File: src/rtl/frame_transfer_engine_pkg.sv
// Shared types and default constants for the trigger FSM and the frame transfer engine.
package trigger_pkg;

  typedef enum logic [1:0] {
    ST_IDLE = 2'd0,
    ST_XFER = 2'd1,
    ST_DONE = 2'd2
  } xfer_state_t;

  localparam int FRAME_SIZE_DFLT = 1280;
  localparam int DATA_W_DFLT     = 32;
  localparam int CNT_W_DFLT      = 11;

endpackage

File: src/rtl/frame_transfer_engine_if.sv
// FIFO-side signal bundle: FWFT ADC FIFO read port and Python FIFO write port.
interface frame_transfer_engine_if #(
  parameter int DATA_W = trigger_pkg::DATA_W_DFLT
) ();

  logic [DATA_W-1:0] adc_fifo_dout_i;
  logic              adc_fifo_empty_i;
  logic              adc_fifo_rd_en_o;
  logic              py_fifo_full_i;
  logic [DATA_W-1:0] py_fifo_din_o;
  logic              py_fifo_wr_en_o;

  modport master (
    input  adc_fifo_dout_i, adc_fifo_empty_i, py_fifo_full_i,
    output adc_fifo_rd_en_o, py_fifo_din_o, py_fifo_wr_en_o
  );

  modport slave (
    output adc_fifo_dout_i, adc_fifo_empty_i, py_fifo_full_i,
    input  adc_fifo_rd_en_o, py_fifo_din_o, py_fifo_wr_en_o
  );

endinterface

File: src/rtl/frame_transfer_engine_out_stage.sv
// One-entry output register between the ADC FIFO head and the Python FIFO write port.
module frame_out_stage
  import trigger_pkg::*;
#(
  parameter int DATA_W = DATA_W_DFLT
) (
  input  logic              clk,
  input  logic              reset,
  input  logic              i_pop,
  input  logic [DATA_W-1:0] i_pop_data,
  input  logic              i_full,
  output logic [DATA_W-1:0] o_data,
  output logic              o_valid,
  output logic              o_wr_en,
  output logic              o_accept
);

  logic [DATA_W-1:0] r_data;
  logic              r_valid;

  // A pop wins over a write: the slot is refilled in the same cycle it drains.
  always_ff @(posedge clk or negedge reset) begin
    if (!reset) begin
      r_data  <= '0;
      r_valid <= 1'b0;
    end else if (i_pop) begin
      r_data  <= i_pop_data;
      r_valid <= 1'b1;
    end else if (o_wr_en) begin
      r_valid <= 1'b0;
    end
  end

  assign o_wr_en  = r_valid & ~i_full;
  assign o_accept = ~r_valid | o_wr_en;
  assign o_data   = r_data;
  assign o_valid  = r_valid;

endmodule

File: src/rtl/frame_transfer_engine.sv
// Moves one FRAME_SIZE-word frame from the ADC FIFO to the Python FIFO per accepted trigger.
module frame_transfer_engine
  import trigger_pkg::*;
#(
  parameter int FRAME_SIZE = FRAME_SIZE_DFLT,
  parameter int DATA_W     = DATA_W_DFLT,
  parameter int CNT_W      = CNT_W_DFLT
) (
  input  logic                     clk,
  input  logic                     reset,
  input  logic                     trigger_i,
  frame_transfer_engine_if.master  fifo_if,
  output logic                     busy_o,
  output logic                     done_o,
  output logic                     overrun_o
);

  localparam logic [CNT_W-1:0] FRAME_CNT  = CNT_W'(FRAME_SIZE);
  localparam logic [CNT_W-1:0] FRAME_LAST = CNT_W'(FRAME_SIZE - 1);

  xfer_state_t       r_state;
  xfer_state_t       w_state_nxt;
  logic [CNT_W-1:0]  r_rd_cnt;
  logic [CNT_W-1:0]  r_wr_cnt;
  logic              r_overrun;
  logic              w_rd_en;
  logic              w_wr_en;
  logic              w_accept;
  logic              w_out_valid;
  logic [DATA_W-1:0] w_out_data;
  logic              w_start;

  assign w_start = (r_state == ST_IDLE) & trigger_i;
  assign w_rd_en = (r_state == ST_XFER) & (r_rd_cnt < FRAME_CNT) &
                   ~fifo_if.adc_fifo_empty_i & w_accept;

  frame_out_stage #(.DATA_W(DATA_W)) u_out_stage (
    .clk        (clk),
    .reset      (reset),
    .i_pop      (w_rd_en),
    .i_pop_data (fifo_if.adc_fifo_dout_i),
    .i_full     (fifo_if.py_fifo_full_i),
    .o_data     (w_out_data),
    .o_valid    (w_out_valid),
    .o_wr_en    (w_wr_en),
    .o_accept   (w_accept)
  );

  always_ff @(posedge clk or negedge reset) begin
    if (!reset) begin
      r_state <= ST_IDLE;
    end else begin
      r_state <= w_state_nxt;
    end
  end

  // DONE is entered on the edge where the final write lands, so wr_cnt reads FRAME_SIZE in DONE.
  always_comb begin
    w_state_nxt = r_state;
    busy_o      = 1'b0;
    done_o      = 1'b0;
    case (r_state)
      ST_IDLE: begin
        if (trigger_i) w_state_nxt = ST_XFER;
      end
      ST_XFER: begin
        busy_o = 1'b1;
        if (w_wr_en && (r_wr_cnt == FRAME_LAST)) w_state_nxt = ST_DONE;
      end
      ST_DONE: begin
        busy_o      = 1'b1;
        done_o      = 1'b1;
        w_state_nxt = ST_IDLE;
      end
      default: w_state_nxt = ST_IDLE;
    endcase
  end

  always_ff @(posedge clk or negedge reset) begin
    if (!reset) begin
      r_rd_cnt <= '0;
      r_wr_cnt <= '0;
    end else if (w_start) begin
      r_rd_cnt <= '0;
      r_wr_cnt <= '0;
    end else begin
      if (w_rd_en) r_rd_cnt <= r_rd_cnt + CNT_W'(1);
      if (w_wr_en) r_wr_cnt <= r_wr_cnt + CNT_W'(1);
    end
  end

  always_ff @(posedge clk or negedge reset) begin
    if (!reset) begin
      r_overrun <= 1'b0;
    end else begin
      r_overrun <= trigger_i & (r_state != ST_IDLE);
    end
  end

  assign overrun_o                = r_overrun;
  assign fifo_if.adc_fifo_rd_en_o = w_rd_en;
  assign fifo_if.py_fifo_wr_en_o  = w_wr_en;
  assign fifo_if.py_fifo_din_o    = w_out_data;

endmodule

File: src/flat_wrapper.sv
// flat-port wrapper written by rule: the top's interface ports become plain ports
module frame_transfer_engine_flat import trigger_pkg::*;
#(
  parameter int FRAME_SIZE = FRAME_SIZE_DFLT,
  parameter int DATA_W     = DATA_W_DFLT,
  parameter int CNT_W      = CNT_W_DFLT
)
  (clk, reset, trigger_i, busy_o, done_o, overrun_o, fifo_if_adc_fifo_dout_i, fifo_if_adc_fifo_empty_i, fifo_if_py_fifo_full_i, fifo_if_adc_fifo_rd_en_o, fifo_if_py_fifo_din_o, fifo_if_py_fifo_wr_en_o);
  frame_transfer_engine_if #(.DATA_W(DATA_W)) fifo_if_i ();
  input  logic clk;
  input  logic reset;
  input  logic trigger_i;
  output logic busy_o;
  output logic done_o;
  output logic overrun_o;
  input wire logic [$bits(fifo_if_i.adc_fifo_dout_i)-1:0] fifo_if_adc_fifo_dout_i;
  input wire logic [$bits(fifo_if_i.adc_fifo_empty_i)-1:0] fifo_if_adc_fifo_empty_i;
  input wire logic [$bits(fifo_if_i.py_fifo_full_i)-1:0] fifo_if_py_fifo_full_i;
  output wire logic [$bits(fifo_if_i.adc_fifo_rd_en_o)-1:0] fifo_if_adc_fifo_rd_en_o;
  output wire logic [$bits(fifo_if_i.py_fifo_din_o)-1:0] fifo_if_py_fifo_din_o;
  output wire logic [$bits(fifo_if_i.py_fifo_wr_en_o)-1:0] fifo_if_py_fifo_wr_en_o;
  assign fifo_if_i.adc_fifo_dout_i = fifo_if_adc_fifo_dout_i;
  assign fifo_if_i.adc_fifo_empty_i = fifo_if_adc_fifo_empty_i;
  assign fifo_if_i.py_fifo_full_i = fifo_if_py_fifo_full_i;
  assign fifo_if_adc_fifo_rd_en_o = fifo_if_i.adc_fifo_rd_en_o;
  assign fifo_if_py_fifo_din_o = fifo_if_i.py_fifo_din_o;
  assign fifo_if_py_fifo_wr_en_o = fifo_if_i.py_fifo_wr_en_o;
  frame_transfer_engine #(.FRAME_SIZE(FRAME_SIZE), .DATA_W(DATA_W), .CNT_W(CNT_W)) u_core (.clk(clk), .reset(reset), .trigger_i(trigger_i), .fifo_if(fifo_if_i), .busy_o(busy_o), .done_o(done_o), .overrun_o(overrun_o));
endmodule
File: config.mk
export PLATFORM = sky130hd
export DESIGN_NAME = frame_transfer_engine_flat
export DESIGN_NICKNAME = d
export VERILOG_FILES = /design/src/rtl/frame_transfer_engine_pkg.sv /design/src/rtl/frame_transfer_engine_if.sv /design/src/rtl/frame_transfer_engine_out_stage.sv /design/src/rtl/frame_transfer_engine.sv /design/src/flat_wrapper.sv
export SDC_FILE = /design/constraint.sdc
export NUM_CORES = 1
export LEC_CHECK = 0
export ABC_AREA = 1
export CORE_ASPECT_RATIO = 1.75
export CORE_MARGIN = 2
export CORE_UTILIZATION = 53
export CTS_BUF_LIST = sky130_fd_sc_hd__clkbuf_8
export CTS_CLUSTER_DIAMETER = 120
export DETAILED_ROUTE_END_ITERATION = 12
export PLACE_DENSITY = 0.87
export SLEW_MARGIN = 30
export SYNTH_ARGS = -nofsm -noshare
export SYNTH_HDL_FRONTEND = slang
export SYNTH_SLANG_ARGS = --single-unit
File: constraint.sdc
create_clock -name clk -period 5.2 [get_ports clk]
set_clock_uncertainty 0.2 [all_clocks]
set_input_delay 1.04 -clock clk [delete_from_list [all_inputs] [get_ports clk]]
set_output_delay 1.04 -clock clk [all_outputs]
set_load 0.02 [all_outputs]
==> results.toml, run 1 <==
[finish]
regArea_mm2 = 0.001451
nNetsFinal = 449
area_delta_synth_final_pct = 36.27
n_antenna_cell = 0
final_cell_count_no_fill = 464
nFillCells = 336
drive_gt1_share_pct = 5.854
multiInputGateArea_mm2 = 0.001065

[outcome]
outcome = "complete, no violations"

[sta]
layout_min_cycle_time_ps = 4006
grt_setup_unrepaired = "no"
relSlewSlack_pct = 50.12
setup-tns-final_ps = 0
finalMaxSlewViolations = 0
period_share_pct = 77.04
max_freq_ghz = 0.2496
setup_viol = 0
hold_viol_final = 0
worstMarginPinSlew_ps = 746.4

[routing]
via_per_inst = 5.170
drt_pre_antenna_iters = 4
wire_per_inst_um = 13.40
drt_iter0_drc = 55
ant_nets = 0
drc = 0
routed_wl_mm = 6.219
num_vias = 2399

[floorplan]
fp.dieH_um = 97.96
io_pins = 74
design.die.area_mm2 = 0.005651
fp.dieW_um = 57.69
initial_core_util_pct = 54.18
core_area_mm2 = 0.004935
rows = 34

[power]
powerDensity_mw_per_mm2 = 530.0
p_leak_nw = 1.827
finalPower_mw = 1.931
ir_drop_mv = 0.4276

[worst_setup_path]
cp_slowest_cell = "clkdlybuf4s50_1"
path_cells = "clkdlybuf4s50_1, nor2_1, nand3_4, inv_2, clkdlybuf4s50_1"
crit_arrival_ps = 2770
max_stage_delay_ps = 610
r2r_start = "u_core.r_state[1]"
crit_start = "fifo_if_adc_fifo_empty_i"
end_kind = "primary output"
cp.buffers_inverters = 3
cp_max_fo = 36
path_class = "in -> out"
cp_top_family = "buffers and inverters"
cp.required_ps = 3960
startpoint_type = "primary input"
critPathMostFrequentCell = "clkdlybuf4s50_1"

[global_routing]
grt_max_degree = 59
grt_use_total_pct = 24.11
antenna_found_initial = 0
gr-total-overflow = 0
grt_pass1_vias = 2430
grt_pass1_wl_mm = 10.50

[clock_tree]
numClockSinks = 58
root_buffer = "clkbuf_8"
cts.repair.resized = 0
htree_num_levels = 3
clkLatencyLatePin_ps = 340
cts_buffers = 9
cts_hold_buf = 0
cts_tree = "yes"
clockBufferDepth = 2
clkTransAtPathRegs_ps = 60
cts_setup_buffers = 0

[yosys]
synth_top_area_share_pct = 54.28
synth_cell_types = 26
synth_area_leaders = "dfrtp_1 54%, nand2_1 21%, inv_1 3.6%"
async_reset_ff_share_pct = 100.0
netlist_area_mm2 = 0.002674
syn_nets = 372
synth_warnings = 0
ys.flop_type = "dfrtp_1"
synth_cells = 328
yosysSeqAreaShare_pct = 54.28
ys_seq_elements = 58
post-synth-top-count-cell = "nand2_1"
synth_enable_flop_cells = 0
synth_top_area_cell = "dfrtp_1"
avgSynthCellArea_um2 = 8.152
ys_top_cells_by_count = "150 x nand2_1, 58 x dfrtp_1, 26 x inv_1, 21 x nor2_1, 13 x nand3_1"

[placed_design]
dp_hpwl_mm = 4.378
io_buffers = 73
gp_congestion = 0.8175
dp.cells = 448

[min_path]
min_from = "u_core.u_out_stage.o_data[10]"
min-delay-path-class = "reg -> reg"

[job]
max_cap_violations = 0
-- cells in the final DEF, fill, tap and decap left out, types with 2 or more instances in the layout --
cell	n
o21ai_0	12
clkinv_2	4
ha_1	7
clkdlybuf4s50_1	72
dfrtp_1	58
nand3_1	13
clkbuf_8	10
buf_4	2
nand4_1	9
inv_1	26
bufinv_16	2
nand2_1	150
a21oi_1	5
nor2_1	21
nor3_1	4
o21bai_1	3
-- metal layers --
layer	wire [µm]	track usage, %	up-vias
met5	0	0	-
met4	223	12.70	0
met3	358	7.285	21
met2	3269	40.21	68
met1	2368	26.93	1133
li1	-	-	1177
-- final timing paths --
check / slack (ps) / to / cells after the start
setup / recovery: 1190 / fifo_if_adc_fifo_rd_en_o / 5
hold / removal: 290 / u_core.u_out_stage.o_data[10] / 2
setup reg to reg: 2860 / u_core.r_rd_cnt[4] / 9
hold reg to reg: 290 / u_core.u_out_stage.o_data[10] / 2
max in group asynchronous: 3680 / u_core.u_out_stage.o_data[7] / 2
min in group asynchronous: 640 / u_core.u_out_stage.o_data[26] / 2
-- metrics by stage --
| step | cell area, µm² | utilization [%] | hold WS [ps] | setup WS, ps |
|---|---|---|---|---|
| floorplan | 2674 | - | 255.2 | 2332 |
| global placement | 3426 | 69.42 | 261.5 | 1178 |
| detailed placement | 3426 | 69.42 | 266.2 | 1181 |
| CTS | 3643 | 73.83 | 288.9 | 1172 |
| global route | 3643 | 73.83 | 305.5 | 1064 |
| finish | 3643 | 73.83 | 285.1 | 1194 |
-- report_power, final --
part / switching, mW / internal [mW] / total (mW)
clock: 0.180 / 0.279 / 0.459
combinational: 0.450 / 0.340 / 0.791
sequential: 0.0880 / 0.593 / 0.681
-- area by class of cell --
| class | instances | area share, % |
|---|---|---|
| clock inverters | 6 | 2.198 |
| inverters | 27 | 2.782 |
| clock buffers | 10 | 3.777 |
| well taps | 54 | 1.854 |
| repair buffers | 75 | 20.33 |
| flip-flops and latches | 58 | 39.84 |
| multi-input cells | 234 | 29.22 |
-- worst register-to-register path: cells and delay by family (launching register included) --
kind | cells | cell delay (ps)
AO/OA/AOI/OAI | 1 | 120
adder cells (fa/ha/maj) | 1 | 180
buffers and inverters | 4 | 700
flip-flops | 1 | 400
AND/OR/NAND/NOR | 3 | 650
-- registers in the layout, summed over array words and instances, names as in the netlist --
name	cells
u_core.u_out_stage.o_data	32
u_core.r_state	2
u_core.u_out_stage.o_valid	1
u_core.r_rd_cnt	11
u_core.overrun_o	1
u_core.r_wr_cnt	11
-- kinds of logic (layout without fill, tap and decap cells) --
kind of cell | count (synthesis) | count (layout) | share of synthesized area [%]
and+or+nand+nor | 201 | 201 | 30.88
DFF | 58 | 58 | 54.28
buffers and inverters | 36 | 118 | 5.896
AOI/OAI and AO/OA | 25 | 25 | 5.335
adders and majority gates | 7 | 7 | 3.275
xor gates and xnor gates | 1 | 1 | 0.3276
No activity file was read; power rests on OpenSTA's default activity.
==> inputs of run 2 (changes only) <==
--- a/config.mk
+++ b/config.mk
@@ -8,11 +8,11 @@
 export ABC_AREA = 1
 export CORE_ASPECT_RATIO = 1.75
 export CORE_MARGIN = 2
-export CORE_UTILIZATION = 53
+export CORE_UTILIZATION = 50
 export CTS_BUF_LIST = sky130_fd_sc_hd__clkbuf_8
 export CTS_CLUSTER_DIAMETER = 120
 export DETAILED_ROUTE_END_ITERATION = 12
-export PLACE_DENSITY = 0.87
+export PLACE_DENSITY = 0.83
 export SLEW_MARGIN = 30
 export SYNTH_ARGS = -nofsm -noshare
 export SYNTH_HDL_FRONTEND = slang
==> constraint.sdc (replaced) <==
create_clock -name clk -period 3.8 [get_ports clk]
set_clock_uncertainty 0.2 [all_clocks]
set_input_delay 0.76 -clock clk [delete_from_list [all_inputs] [get_ports clk]]
set_output_delay 0.76 -clock clk [all_outputs]
set_load 0.02 [all_outputs]
==> run 2 against run 1 <==
Net effect: core utilization shrank 4.7 points; power grew 28%; cell count grew 0.43%; first-iteration DRC count grew 11%; global-route usage shrank 0.26 points; die area grew 5.7%; sequential power grew 37%; largest cell class unchanged.
==> results.toml, run 2 (synthesis results as in run 1) <==
[finish]
n_antenna_cell = 0
layout_commonest_cell = "nand2_1"
largest_register_ff_count = 32
area_delta_synth_final_pct = 34.67
drive_gt1_share_pct = 6.083
final_util_pct = 69.10
nNetsFinal = 451
nFillCells = 403
layout_common_cells = "150 x nand2_1, 72 x clkdlybuf4s50_1, 58 x dfrtp_1"
final_cell_count_no_fill = 466

[clock_tree]
cts_tree = "yes"
clkTransAtPathRegs_ps = 70
htree_num_levels = 3
root_buffer = "clkbuf_8"
cts_buffers = 9
cts.repair.resized = 0
cts_setup_buffers = 0
numClockSinks = 58
clockBufferDepth = 2
cts_hold_buf = 0
clkLatencyLatePin_ps = 330

[sta]
holdWs_ps = 233.1
period_share_pct = 82.98
worstMarginPinSlew_ps = 615.8
setup_viol = 0
relSlewSlack_pct = 58.94
setup-tns-final_ps = 0
layout_min_cycle_time_ps = 3153
hold_viol_final = 0
finalMaxSlewViolations = 0
max_freq_ghz = 0.3171
grt_setup_unrepaired = "no"

[job]
max_cap_violations = 0

[power]
seqPwrFrac_pct = 37.5
p_comb_share_pct = 43.7
finalPower_mw = 2.480
powerDensity_mw_per_mm2 = 688.6
p_int_mw = 1.511
clock_power_share_pct = 18.8
p_sw_share_pct = 39.06
power.switching_mw = 0.9685
p_leak_nw = 1.800
ir_drop_mv = 0.4498

[floorplan]
core_area_mm2 = 0.005211
fp.dieH_um = 100.7
io_pins = 74
initial_core_util_pct = 51.31
fp.dieW_um = 59.28
rows = 35
design.die.area_mm2 = 0.005972

[worst_setup_path]
cp.required_ps = 2840
crit_arrival_ps = 2190
cp_max_fo = 8
end_kind = "primary output"
path_class = "in -> out"
startpoint_type = "primary input"

[placed_design]
dp.cells = 451
io_buffers = 73
dp_hpwl_mm = 4.528
gp_congestion = 0.8658

[routing]
drc = 0
met2RoutedLength_mm = 3.297
dr.max_layer_used = "met4"
drt_pre_antenna_iters = 4
wirelength_met1_mm = 2.359
ant_nets = 0
wire_per_inst_um = 13.29
wl_met3_um = 341
via_per_inst = 5.195
num_vias = 2421
routed_wl_mm = 6.193
drt_iter0_drc = 61

[min_path]
min-delay-path-class = "in -> async"

[global_routing]
antenna_found_initial = 0
gr-total-overflow = 0
grt_pass1_wl_mm = 10.65
grt_max_degree = 42
grt_pass1_vias = 2434
grt_use_total_pct = 23.84

[outcome]
outcome = "complete, no violations"
[run 2: cell count changes in the layout (fill, tap and decap cells not counted)]
cell | previous run | this run
clkinvlp_4 | 0 | 2
clkbuf_8 | 10 | 9
bufinv_16 | 2 | 0
buf_4 | 2 | 4
[run 2: final timing paths]
kind	end	startpoint	slack (ps)	cells after the start
setup / recovery	fifo_if_py_fifo_wr_en_o	fifo_if_py_fifo_full_i	650	5
hold / removal	u_core.r_state[1]	reset	230	1
setup reg to reg	u_core.r_rd_cnt[7]	u_core.r_state[1]	1790	10
hold reg to reg	u_core.u_out_stage.o_data[12]	u_core.u_out_stage.o_data[12]	280	2
max in group asynchronous	u_core.r_rd_cnt[3]	reset	2350	2
min in group clk	u_core.u_out_stage.o_data[12]	u_core.u_out_stage.o_data[12]	280	2
[run 2: cell type report]
| class | instances | area (µm²) | share of cell area [%] |
|---|---|---|---|
| Timing Repair Buffer | 77 | 755.7 | 20.99 |
| Clock buffer | 9 | 123.9 | 3.440 |
| Multi-Input combinational cell | 234 | 1065 | 29.57 |
| Tap cell | 55 | 68.82 | 1.911 |
| Sequential cell | 58 | 1451 | 40.31 |
| Clock inverter | 6 | 35.03 | 0.9729 |
| Inverter | 27 | 101.3 | 2.814 |
[run 2: critical path, stage by stage]
cell	delay (ps)
clkdlybuf4s50_1	470
inv_1	40
nand2_1	240
inv_1	130
clkdlybuf4s50_1	550
[run 2: per-layer routing]
metal | track usage [%] | vias to the layer above
met4 | 14.86 | 0
met5 | 0 | -
met3 | 6.547 | 22
met1 | 27.56 | 1147
li1 | - | 1179
met2 | 38.04 | 73
[run 2: per-stage QoR]
step                      worst slack [ps]  instance area, µm²
final                                646.7                3601
after global routing                 547.6                3601
after CTS                            646.6                3601
after detailed placement             642.9                3442
after global placement               673.7                3442
after floorplan                       1492                2674
[run 2: power groups by stage]
stage / sequential [mW] / clock [mW] / combinational, mW
2_1_floorplan: 1.12 / 0 / 0.401
3_3_place_gp: 0.929 / 0 / 1.07
3_5_place_dp: 0.930 / 0 / 1.10
4_1_cts: 0.928 / 0.481 / 1.10
5_1_grt: 0.954 / 0.510 / 1.19
6_report: 0.931 / 0.466 / 1.08
